File: src/rtl/debounce_scheduler.sv
`default_nettype none
// ============================================================================
// Module   : debounce_scheduler
// Brief    : Multi-channel switch debouncer that times channels one at a time
//            with a shared counter, and reports committed edges through a
//            one-deep valid/ready event slot with a sticky overflow flag.
// Revision : 1.0 - initial release
// ============================================================================
module debounce_scheduler #(
    parameter int N_CH          = 4,
    parameter int STABLE_CYCLES = 50000,
    parameter int CNT_W         = 16
) (
    input  logic                    clk,
    input  logic                    rst,
    input  logic [N_CH-1:0]         sw_in,
    output logic [N_CH-1:0]         sw_level,
    output logic                    evt_valid,
    input  logic                    evt_ready,
    output logic [$clog2(N_CH)-1:0] evt_ch,
    output logic                    evt_rise,
    output logic                    evt_overflow,
    output logic                    busy
);

    localparam int c_ch_w = $clog2(N_CH);

    localparam logic [1:0] c_idle   = 2'd0;
    localparam logic [1:0] c_timing = 2'd1;
    localparam logic [1:0] c_commit = 2'd2;

    localparam logic [CNT_W-1:0]  c_last_cnt = CNT_W'(STABLE_CYCLES - 1);
    localparam logic [c_ch_w-1:0] c_last_ch  = c_ch_w'(N_CH - 1);

    logic [N_CH-1:0]   r_sync1;
    logic [N_CH-1:0]   r_sync2;
    logic [N_CH-1:0]   r_level;
    logic [CNT_W-1:0]  r_count;
    logic [1:0]        r_state;
    logic [c_ch_w-1:0] r_cur_ch;
    logic [c_ch_w-1:0] r_rr_ptr;
    logic              r_evt_valid;
    logic [c_ch_w-1:0] r_evt_ch;
    logic              r_evt_rise;
    logic              r_evt_ovf;

    logic [N_CH-1:0]   w_mismatch;
    logic              w_any;
    logic              w_found;
    logic [c_ch_w-1:0] w_next_ch;
    logic              w_commit;
    logic              w_slot_free;
    int                v_idx;
    logic [c_ch_w-1:0] v_ch;

    assign w_mismatch  = r_sync2 ^ r_level;
    assign w_any       = |w_mismatch;
    assign w_commit    = (r_state == c_commit);
    assign w_slot_free = !r_evt_valid || evt_ready;

    // Round-robin search begins one past the last serviced channel.
    always_comb begin
        w_next_ch = r_rr_ptr;
        w_found   = 1'b0;
        v_idx     = 0;
        v_ch      = '0;
        for (int k = 1; k <= N_CH; k++) begin
            v_idx = int'(r_rr_ptr) + k;
            if (v_idx >= N_CH) begin
                v_idx = v_idx - N_CH;
            end
            v_ch = v_idx[c_ch_w-1:0];
            if (!w_found && w_mismatch[v_ch]) begin
                w_found   = 1'b1;
                w_next_ch = v_ch;
            end
        end
    end

    always_ff @(posedge clk or negedge rst) begin
        if (!rst) begin
            r_sync1  <= '0;
            r_sync2  <= '0;
            r_level  <= '0;
            r_count  <= '0;
            r_state  <= c_idle;
            r_cur_ch <= '0;
            r_rr_ptr <= c_last_ch;
        end else begin
            r_sync1 <= sw_in;
            r_sync2 <= r_sync1;
            case (r_state)
                c_idle: begin
                    r_count <= '0;
                    if (w_any) begin
                        r_cur_ch <= w_next_ch;
                        r_state  <= c_timing;
                    end
                end
                c_timing: begin
                    // Input fell back to the committed level: a bounce, drop it.
                    if (!w_mismatch[r_cur_ch]) begin
                        r_state  <= c_idle;
                        r_rr_ptr <= r_cur_ch;
                        r_count  <= '0;
                    end else if (r_count == c_last_cnt) begin
                        r_state <= c_commit;
                    end else begin
                        r_count <= r_count + 1'b1;
                    end
                end
                c_commit: begin
                    r_level[r_cur_ch] <= ~r_level[r_cur_ch];
                    r_rr_ptr          <= r_cur_ch;
                    r_count           <= '0;
                    r_state           <= c_idle;
                end
                default: begin
                    r_state <= c_idle;
                end
            endcase
        end
    end

    // A commit into an occupied slot keeps the pending event and flags the loss.
    always_ff @(posedge clk or negedge rst) begin
        if (!rst) begin
            r_evt_valid <= 1'b0;
            r_evt_ch    <= '0;
            r_evt_rise  <= 1'b0;
            r_evt_ovf   <= 1'b0;
        end else begin
            if (w_commit) begin
                if (w_slot_free) begin
                    r_evt_valid <= 1'b1;
                    r_evt_ch    <= r_cur_ch;
                    r_evt_rise  <= ~r_level[r_cur_ch];
                end else begin
                    r_evt_ovf <= 1'b1;
                end
            end else if (r_evt_valid && evt_ready) begin
                r_evt_valid <= 1'b0;
            end
        end
    end

    assign sw_level     = r_level;
    assign evt_valid    = r_evt_valid;
    assign evt_ch       = r_evt_ch;
    assign evt_rise     = r_evt_rise;
    assign evt_overflow = r_evt_ovf;
    assign busy         = (r_state != c_idle);

endmodule
`default_nettype wire

File: config.mk
export PLATFORM = sky130hd
export DESIGN_NAME = debounce_scheduler
export DESIGN_NICKNAME = d
export VERILOG_FILES = /design/src/rtl/debounce_scheduler.sv
export SDC_FILE = /design/constraint.sdc
export NUM_CORES = 1
export LEC_CHECK = 0
export ABC_AREA = 1
export CAP_MARGIN = 20
export CORE_MARGIN = 1
export CORE_UTILIZATION = 50
export CTS_CLUSTER_SIZE = 8
export DETAILED_ROUTE_END_ITERATION = 10
export DONT_BUFFER_PORTS = 1
export MAX_ROUTING_LAYER = met4
export PLACE_DENSITY = 0.67
export SLEW_MARGIN = 10
export SYNTH_ARGS = -nofsm -noshare
export SYNTH_HDL_FRONTEND = slang
export SYNTH_SLANG_ARGS = --single-unit
File: constraint.sdc
create_clock -name clk -period 1.5 [get_ports clk]
set_clock_uncertainty 0.05 [all_clocks]
set_input_delay 0.45 -clock clk [delete_from_list [all_inputs] [get_ports clk]]
set_output_delay 0.45 -clock clk [all_outputs]
set_load 0.05 [all_outputs]
==> key figures, run 1 <==
Route
  – Routed Wire Length: 6530 um
  – Vias: between 2000 and 2500
  – Drc violations: 0
  – Final ANT Viol Nets: 0
  – WL per Instance: 15.9 um
  – 1st-iter DRT viols: between 100 and 150
  – Pre-antenna DRT Iters: 5
  – Vias per cell: 5.47

Synthesis
  – Yosys reg bits: 39
  – Syn nets: around 280
  – Yosys warnings: 0
  – Register area share after synthesis: 46.3%
  – Synth cell types: 28
  – Synth Instances: approximately 270
  – Avg Cell Area, Syn: roughly 7.7 um^2
  – Cell Area, Synth: 0.00211 mm^2

Power and ir drop
  – P_sw: 2260 uW
  – Lkg Pwr: around 0.0015 uW
  – Sw frac: 45.7%
  – Peak supply drop: 1160 uV
  – Internal: approximately 2700 uW
  – Seq pwr share: 27.4%
  – Power Density: roughly 1500 mW/mm^2
  – Comb pwr share: 57.4%
  – Clock share of power: 15.2%

Run status
  – Violated checks: setup timing
  – Status: complete, but fails checks

Min path
  – Worst hold path depth: 0
  – Critical hold path startpoint: sw_in[3]
  – Worst Hold Class: input port to flop
  – Hold Path Sink: r_sync1[3]$_DFF_PN0_

Placed design
  – Dpl cells: 383
  – HPWL Detailed: 3650 um
  – I/O Buffers: 0
  – RD Place Congestion: 0.858
  – Setup WS pre-CTS: -298 ps

Die
  – Die Y: between 60 and 70 um
  – Number of cell rows: 23
  – Die area: 0.00449 mm^2
  – Die width: 67.0 um
  – Initial Util: between 50% and 60%
  – Core area: between 0.004 and 0.005 mm^2
  – Num ports: 17

GRT
  – GRT Max-Usage Layer: met2
  – Grt total ovfl: 0
  – Antenna violations before repair: 0
  – Met3 Use GR: 5.82%
  – First-pass GRT wire length: 8890 um
  – Number of global-route vias before repair: 1861
  – Grt met2 use: between 40% and 50%
  – GRT Overall Usage: ~28%
  – Largest net degree at the start of global routing: 40
  – M1 GR Usage: 37.8%

Timing
  – Slew HR: about 66%
  – Setup TNS: -3840 ps
  – Tmin final: 1770 ps
  – Fin crit share: 118%
  – Setup Viol. Count Final: 25
  – Slew Viols, Final: 0
  – Final WS setup: -274 ps
  – F_max: roughly 560 MHz
  – RSZ-0062 raised after global routing: yes
  – Actual slew at the worst max-slew pin: 505 ps
  – Fin. Hold Viols: 0

Finish
  – Finished Layout Cells: 410
  – Antenna cells: 0
  – Final #Nets: 367
  – Share of layout cells above drive strength 1: 50.3%
  – Area grow syn2layout: 54.9%

Critical path
  – CP arrival: 1950 ps
  – Critical R2R Launch: r_count[11]$_DFFE_PN0P_
  – CP Max Fanout: 5
  – R2R Path End: r_count[5]$_DFFE_PN0P_
  – Worst EP required: about 1700 ps
  – Critical Path Start Type: flop
  – Critical path class: flop to flop
  – CP Capture Type: flop
  – Reg2Reg Setup Slack: -270 ps
  – Worst reg2reg path depth: 8

Clock network
  – H-tree lvl count: 2
  – CTS max path bufs: 2
  – Clock latency at the later pin of the worst-skew pair: about 310 ps
  – Root Driver: clkbuf_8
  – CTS tree: yes
  – Number of buffers created by CTS: 5
  – Clk slew on worst S/H paths: around 90 ps
  – Clock tree sinks: 39

Run
  – Max cap viols: 0
## cells in the final DEF (no fill, tap or decap), types with 3 or more instances in the layout
cell,instances
clkbuf_8,5
nor3_2,3
o21ai_0,4
nand2_4,12
nor3_1,4
nand4_1,5
a21oi_1,13
dfrtp_2,7
nor2_2,7
buf_6,9
nand2_2,16
o21ai_2,6
buf_8,4
a31oi_1,4
nand2_1,45
inv_1,19
nand3_4,6
buf_4,65
o21ai_1,3
inv_2,12
nand3_1,17
dfrtp_1,30
xor2_1,7
nor2_1,23
nand3_2,13
## through the flow
step	power [uW]	hold slack, ps	utilization, %	area [um^2]
after floorplan	2480	104	-	2120
after global placement	3170	105	65.2	2630
after detailed placement	3220	105	65.2	2630
after CTS	4230	111	72.2	2910
after global routing	5170	102	81.2	3270
final	4940	107	81.2	3270
## cell families (layout without fill, tap and decap cells)
logic type | Yosys count | count (layout) | share of synthesized area [%]
AOI/OAI and AO/OA | 33 | 33 | 8.35
xor gates and xnor gates | 9 | 9 | 3.73
adders and majority gates | 1 | 1 | 0.592
buffers and inverters | 38 | 123 | 7.87
DFF | 39 | 39 | 46.3
and+or+nand+nor | 154 | 155 | 33.2
## registers in the layout, summed over array words and instances, names as in the netlist
register	count
evt_ch	2
evt_overflow	1
evt_rise	1
evt_valid	1
r_count	16
r_cur_ch	2
r_rr_ptr	2
r_state	2
r_sync1	4
r_sync2	4
sw_level	4
## per-layer routing
metal | routed length, um | up-vias
met2 | 3190 | 85
met5 | 0 | -
li1 | - | 1061
met1 | 2820 | 1077
met4 | 148 | 0
met3 | 371 | 20
## worst max-delay path: stages (launching register included)
cell and delay (ps):
dfrtp_1 410, inv_1 110, nand2_1 90, nor3_1 210, nand3_1 200, nand2_4 170, nand3_4 150, buf_4 170
o21ai_1 130
## how the worst max path moves through the flow
stage                                  startpoint                      to  slack [ps]  cells after the start
after CTS                  r_count[1]$_DFFE_PN0P_  r_count[7]$_DFFE_PN0P_        -130                     11
after global routing      r_count[11]$_DFFE_PN0P_  r_count[5]$_DFFE_PN0P_        -390                      8
after detailed placement   r_count[1]$_DFFE_PN0P_  r_count[7]$_DFFE_PN0P_        -300                     11
after global placement     r_count[0]$_DFFE_PN0P_  r_count[3]$_DFFE_PN0P_        -220                     11
after floorplan            r_count[0]$_DFFE_PN0P_  r_count[4]$_DFFE_PN0P_        -110                     11
final                     r_count[11]$_DFFE_PN0P_  r_count[5]$_DFFE_PN0P_        -270                      8
## cell usage after synthesis
cell type	n	area [um^2]
nand2_1	70	263
nor4_1	1	6.26
a221oi_1	1	8.76
inv_1	28	105
nor3_2	3	30.0
nor3_1	4	20.0
nor2_4	1	11.3
xor2_1	7	61.3
nand4_1	5	31.3
ha_1	1	12.5
nand3b_1	1	7.51
a31oi_1	4	25.0
nand4_2	1	12.5
xnor2_1	2	17.5
nand2_2	3	18.8
dfrtp_1	37	926
a21o_1	1	7.51
inv_2	6	22.5
buf_6	3	33.8
a21oi_1	14	70.1
nor2_2	3	18.8
nand3_1	34	170
o21ai_0	8	40.0
o21ai_1	5	25.0
nor2_1	27	101
nand3_2	1	10.0
dfstp_2	2	52.6
buf_2	1	5.00
## power by group through the flow
stage               registers [uW]  logic, uW  clock network (uW)
finish                        1350       2830                 751
detailed placement            1320       1890                   0
CTS                           1310       2160                 761
global placement              1320       1860                   0
floorplan                     1320       1160                   0
global route                  1360       3010                 804
## timing repair
item | in CTS | in global routing
cloned | 1 | 0
resized for setup | 28 | 86
endpoints found under the hold margin | 39 | 0
buffers inserted | 8 | 9
pin swaps | 4 | 14
endpoints found under the setup margin | 27 | 33
hold buffers | 2 | 0
## cell type report
cell class                      count  area, um^2
Multi-Input combinational cell    198        1290
Sequential cell                    39         987
Fill cell                         233         756
Timing Repair Buffer               81         699
Inverter                           34         140
Clock buffer                        5        68.8
Tap cell                           50        62.6
Clock inverter                      3        23.8
Power figures use the tool's default switching activity.
==> run 2, diff against run 1 <==
--- a/config.mk
+++ b/config.mk
@@ -6,14 +6,16 @@
 export NUM_CORES = 1
 export LEC_CHECK = 0
 export ABC_AREA = 1
-export CAP_MARGIN = 20
+export CAP_MARGIN = 25
 export CORE_MARGIN = 1
 export CORE_UTILIZATION = 50
 export CTS_CLUSTER_SIZE = 8
 export DETAILED_ROUTE_END_ITERATION = 10
 export DONT_BUFFER_PORTS = 1
+export HOLD_SLACK_MARGIN = 0.15
 export MAX_ROUTING_LAYER = met4
 export PLACE_DENSITY = 0.67
+export SKIP_CTS_REPAIR_TIMING = 1
 export SLEW_MARGIN = 10
 export SYNTH_ARGS = -nofsm -noshare
 export SYNTH_HDL_FRONTEND = slang
==> key figures, run 2 (same netlist as run 1, synthesis figures left out) <==
Finish
  – Seq. cell area: 986 um^2
  – Reg with most FFs: r_count
  – Commonest cells after routing, fill and taps aside: buf_4, nand2_1, dfrtp_1
  – Finished Layout Cells: 404
  – Final #Nets: between 300 and 400
  – Max reg flops: 16
  – Area of the multi-input gates: 0.00119 mm^2
  – Antenna cells: 0
  – Most common cell after layout, fill and taps aside: buf_4
  – Area grow syn2layout: 47.8%
  – Share of layout cells above drive strength 1: around 42%
  – Util after Layout: 77.5%
  – Fill cells: 269

Clock network
  – CTS max path bufs: 2
  – Root Driver: clkbuf_8
  – Clock tree sinks: 39
  – CTS tree: yes
  – Number of buffers created by CTS: 5
  – Clock latency at the later pin of the worst-skew pair: 310 ps
  – Clk slew on worst S/H paths: 80 ps
  – H-tree lvl count: 2

Die
  – Initial Util: 52.5%
  – Number of cell rows: 23
  – Die Y: 67.0 um
  – Die area: 0.00449 mm^2
  – Die width: approximately 67 um
  – Num ports: 17
  – Core area: 0.00403 mm^2

Timing
  – Slew HR: 66.5%
  – F_max: 563 MHz
  – Setup Viol. Count Final: 23
  – Tmin final: 1780 ps
  – Actual slew at the worst max-slew pin: 502 ps
  – Final WS setup: -275 ps
  – Fin. Hold Viols: 0
  – WHS: 192 ps
  – RSZ-0062 raised after global routing: yes
  – Setup TNS: -3700 ps
  – Slew Viols, Final: 0
  – Fin crit share: 118%

Route
  – Vias per cell: ~5.4
  – Pre-antenna DRT Iters: 4
  – Routed Wire Length: a little over 6000 um
  – Final ANT Viol Nets: 0
  – Vias: 2193
  – WL per Instance: 15.1 um
  – Drc violations: 0
  – 1st-iter DRT viols: 183

Critical path
  – Worst EP required: 1680 ps
  – CP max stage cell: dfrtp_1
  – Critical Path Start Type: flop
  – CP Cell Sequence: ha_2, nand2_2, nor2_4, inv_2, nor2_2, nand3_2, nand2_4, nand3_4, clkinv_4, a21oi_1, nor2_1
  – Reg2Reg Setup Slack: -280 ps
  – Worst path max stage delay: 370 ps
  – Critical path class: flop to flop
  – CP arrival: 1950 ps
  – CP Capture Type: flop
  – CP Max Fanout: 11

Placed design
  – I/O Buffers: 0
  – RD Place Congestion: ~0.86
  – Dpl cells: approximately 380
  – HPWL Detailed: 3650 um

Power and ir drop
  – Power Total: 4670 uW
  – Clock share of power: ~16%
  – Internal: 2550 uW
  – Comb pwr share: 55.0%
  – Seq pwr share: between 20 and 30%
  – Lkg Pwr: approximately 0.0015 uW
  – Peak supply drop: between 1000 and 1500 uV
  – Sw frac: 45.3%
  – P_sw: around 2100 uW
  – Power Density: approximately 1500 mW/mm^2

Run status
  – Status: complete, but fails checks
  – Violated checks: setup timing

Run
  – Max cap viols: 0

GRT
  – First-pass GRT wire length: 8340 um
  – M1 GR Usage: 36.1%
  – Antenna violations before repair: 0
  – Grt met2 use: 39.0%
  – Number of global-route vias before repair: 1761
  – GRT Max-Usage Layer: met2
  – Grt total ovfl: 0
  – Largest net degree at the start of global routing: 40
  – Met3 Use GR: 5.82%
  – GRT Overall Usage: 26.4%

Min path
  – Worst Hold Class: input port to flop
[run 2: cell types whose count changed in the layout (fill, tap and decap cells not counted), sizes merged]
cell / delta
inv: -1
clkinv: +1
buf: -10
dlygate4sd3: +4
[run 2: worst paths after layout]
path,from,to,cells after the start
setup reg to reg,r_count[1]$_DFFE_PN0P_,r_count[7]$_DFFE_PN0P_,11
max in group asynchronous,rst,r_rr_ptr[0]$_DFFE_PN1P_,2
hold reg to reg,r_sync1[0]$_DFF_PN0_,r_sync2[0]$_DFF_PN0_,0
min in group asynchronous,rst,r_count[10]$_DFFE_PN0P_,2
hold / removal,evt_ready,evt_valid$_DFFE_PN0P_,1
setup / recovery,r_count[1]$_DFFE_PN0P_,r_count[7]$_DFFE_PN0P_,11
[run 2: layer usage]
layer / vias to the layer above / share of wire (%)
li1: 1055 / -
met1: 1057 / 43
met4: 0 / 2.2
met5: - / 0
met3: 20 / 5.0
met2: 61 / 49
[run 2: critical path, delay by kind of cell, from the launching register on]
family                     cells  cell delay, ps
adders and majority gates      1             200
AOI/OAI and AO/OA              1              60
and+or+nand+nor                7             840
buffers and inverters          2             190
DFF                            1             370
[run 2: cell type report]
cell class | count | area share, %
multi-input combinational | 198 | 38.2
sequential | 39 | 31.6
timing repair buffer | 75 | 20.9
inverter | 34 | 4.41
clock buffer | 5 | 2.20
tap | 50 | 2.00
clock inverter | 3 | 0.761
[run 2: power groups by stage]
stage                     logic (uW)  registers (uW)  clock network, uW
final                           2570            1340                761
after global routing            2750            1350                807
after CTS                       1920            1300                761
after detailed placement        1890            1320                  0
after global placement          1860            1320                  0
after floorplan                 1160            1320                  0
[run 2: per-stage QoR]
stage               instance area [um^2]  setup slack, ps
CTS                                 2720             -315
floorplan                           2120             -107
finish                              3120             -275
global route                        3120             -344
global placement                    2630             -225
detailed placement                  2630             -298
==> run 3, diff against run 2 <==
==> constraint.sdc (replaced) <==
create_clock -name clk -period 1.5 [get_ports clk]
set_clock_uncertainty 0.05 [all_clocks]
set_input_delay 0.075 -clock clk [delete_from_list [all_inputs] [get_ports clk]]
set_output_delay 0.075 -clock clk [all_outputs]
set_load 0.05 [all_outputs]
==> key figures, run 3 (same netlist as run 1, synthesis figures left out) <==
Clock network
  – Clock latency at the later pin of the worst-skew pair: 290 ps
  – CTS tree: yes
  – Number of buffers created by CTS: 5
  – Clk slew on worst S/H paths: 80 ps
  – Clock tree sinks: 39
  – CTS max path bufs: 2
  – H-tree lvl count: 2
  – Root Driver: clkbuf_8

Route
  – Final ANT Viol Nets: 0
  – 1st-iter DRT viols: 141
  – Vias: 2168
  – WL per Instance: 14.6 um
  – Pre-antenna DRT Iters: 4
  – Routed Wire Length: 5870 um
  – Drc violations: 0
  – Vias per cell: 5.38

Die
  – Num ports: 17
  – Die Y: 67.0 um
  – Number of cell rows: 23
  – Die width: 67.0 um
  – Initial Util: 52.5%
  – Core area: 0.00403 mm^2
  – Die area: 0.00449 mm^2

Finish
  – Most common cell after layout, fill and taps aside: buf_4
  – Max reg flops: 16
  – Commonest cells after routing, fill and taps aside: buf_4, nand2_1, dfrtp_1
  – Area of the multi-input gates: 0.00125 mm^2
  – Reg with most FFs: r_count
  – Share of layout cells above drive strength 1: between 40% and 50%
  – Area grow syn2layout: 49.8%
  – Antenna cells: 0
  – Fill cells: 263
  – Seq. cell area: about 1000 um^2
  – Final #Nets: 360

Power and ir drop
  – Peak supply drop: 1040 uV
  – Power Total: just under 5000 uW
  – Sw frac: 43.2%
  – Comb pwr share: 55.0%
  – P_sw: about 2100 uW
  – Lkg Pwr: 0.00150 uW
  – Power Density: 1560 mW/mm^2
  – Internal: about 2800 uW
  – Seq pwr share: 27.0%
  – Clock share of power: 18.0%

Critical path
  – CP Capture Type: flop
  – Critical Path End: r_count[0]$_DFFE_PN0P_
  – CP arrival: 1880 ps
  – CP startpoint: r_count[1]$_DFFE_PN0P_
  – Worst reg2reg path depth: 10
  – Worst EP required: 1660 ps
  – R2R Path End: r_count[0]$_DFFE_PN0P_
  – CP Max Fanout: 6
  – Critical R2R Launch: r_count[1]$_DFFE_PN0P_
  – Critical Path Start Type: flop
  – Reg2Reg Setup Slack: -220 ps
  – Critical path class: flop to flop

GRT
  – Number of global-route vias before repair: 1872
  – Largest net degree at the start of global routing: 40
  – GRT Overall Usage: 26.4%
  – Antenna violations before repair: 0
  – First-pass GRT wire length: 8420 um
  – Grt total ovfl: 0

Timing
  – Fin crit share: 115%
  – Setup Viol. Count Final: 17
  – Slew Viols, Final: 0
  – Final WS setup: -220 ps
  – F_max: 581 MHz
  – Fin. Hold Viols: 0
  – Actual slew at the worst max-slew pin: roughly 500 ps
  – Slew HR: 66.1%
  – Tmin final: 1720 ps
  – RSZ-0062 raised after global routing: yes

Placed design
  – I/O Buffers: 0
  – HPWL Detailed: ~3500 um
  – Setup WS pre-CTS: -294 ps
  – RD Place Congestion: 0.855

Min path
  – Worst Hold Class: input port to async pin

Run status
  – Status: complete, but fails checks
  – Violated checks: setup timing

Run
  – Max cap viols: 0
run 3: cell count changes in the layout (fill, tap and decap cells not counted), sizes merged:
cell	delta
buf	-3
clkinvlp	-2
bufinv	+1
clkinv	+1
dlygate4sd3	+1
inv	+1
run 3: critical path: stages (launching register included):
cell and delay, ps:
dfrtp_1 360, ha_2 190, nand2_2 80, nor2_4 100, inv_2 40, nor2_2 110
nand3_2 110, nand2_4 140, nand3_4 160, buf_4 180, a21oi_1 120
run 3: worst min-delay path by stage:
stage / end / slack, ps / cells past startpoint
final: r_count[13]$_DFFE_PN0P_ / 230 / 2
after global routing: r_count[13]$_DFFE_PN0P_ / 250 / 2
after CTS: sw_level[3]$_DFFE_PN0P_ / -590 / 0
after detailed placement: r_count[9]$_DFFE_PN0P_ / -270 / 0
after global placement: r_count[9]$_DFFE_PN0P_ / -270 / 0
after floorplan: evt_ch[0]$_DFFE_PN0P_ / -270 / 0
run 3: per-stage QoR:
stage | hold slack (ps) | TNS, ps | std cells | area (um^2) | util (%)
after floorplan | -271 | -758 | 274 | 2120 | -
after global placement | -270 | -2900 | 381 | 2600 | 64.5
after detailed placement | -270 | -4000 | 381 | 2600 | 64.5
after CTS | -588 | -4460 | 389 | 2710 | 67.3
after global routing | 251 | -4450 | 403 | 3170 | 78.6
final | 230 | -2730 | 403 | 3170 | 78.6
run 3: cell type report:
class                   count  share of cell area, %
multi-input cells         198                   39.5
clock inverters             3                   1.38
flip-flops and latches     39                   31.2
clock buffers               5                   2.17
inverters                  34                   4.43
repair inverters            1                  0.198
well taps                  50                   1.98
repair buffers             73                   19.2
run 3: power groups by stage:
stage                     clock [uW]  sequential [uW]  combinational, uW
after floorplan                    0             1320               1160
after global placement             0             1310               1820
after detailed placement           0             1320               1830
after CTS                        894             1300               1860
after global routing             937             1340               2910
final                            886             1330               2710
run 3: metal layers:
layer  GRT usage (%)  vias to the layer above  wire length, um
met5               -                        -                0
met4            8.51                        0              112
met3            4.11                       10              341
met2            40.0                       76             2870
met1            35.9                     1029             2540
li1                -                     1053                -
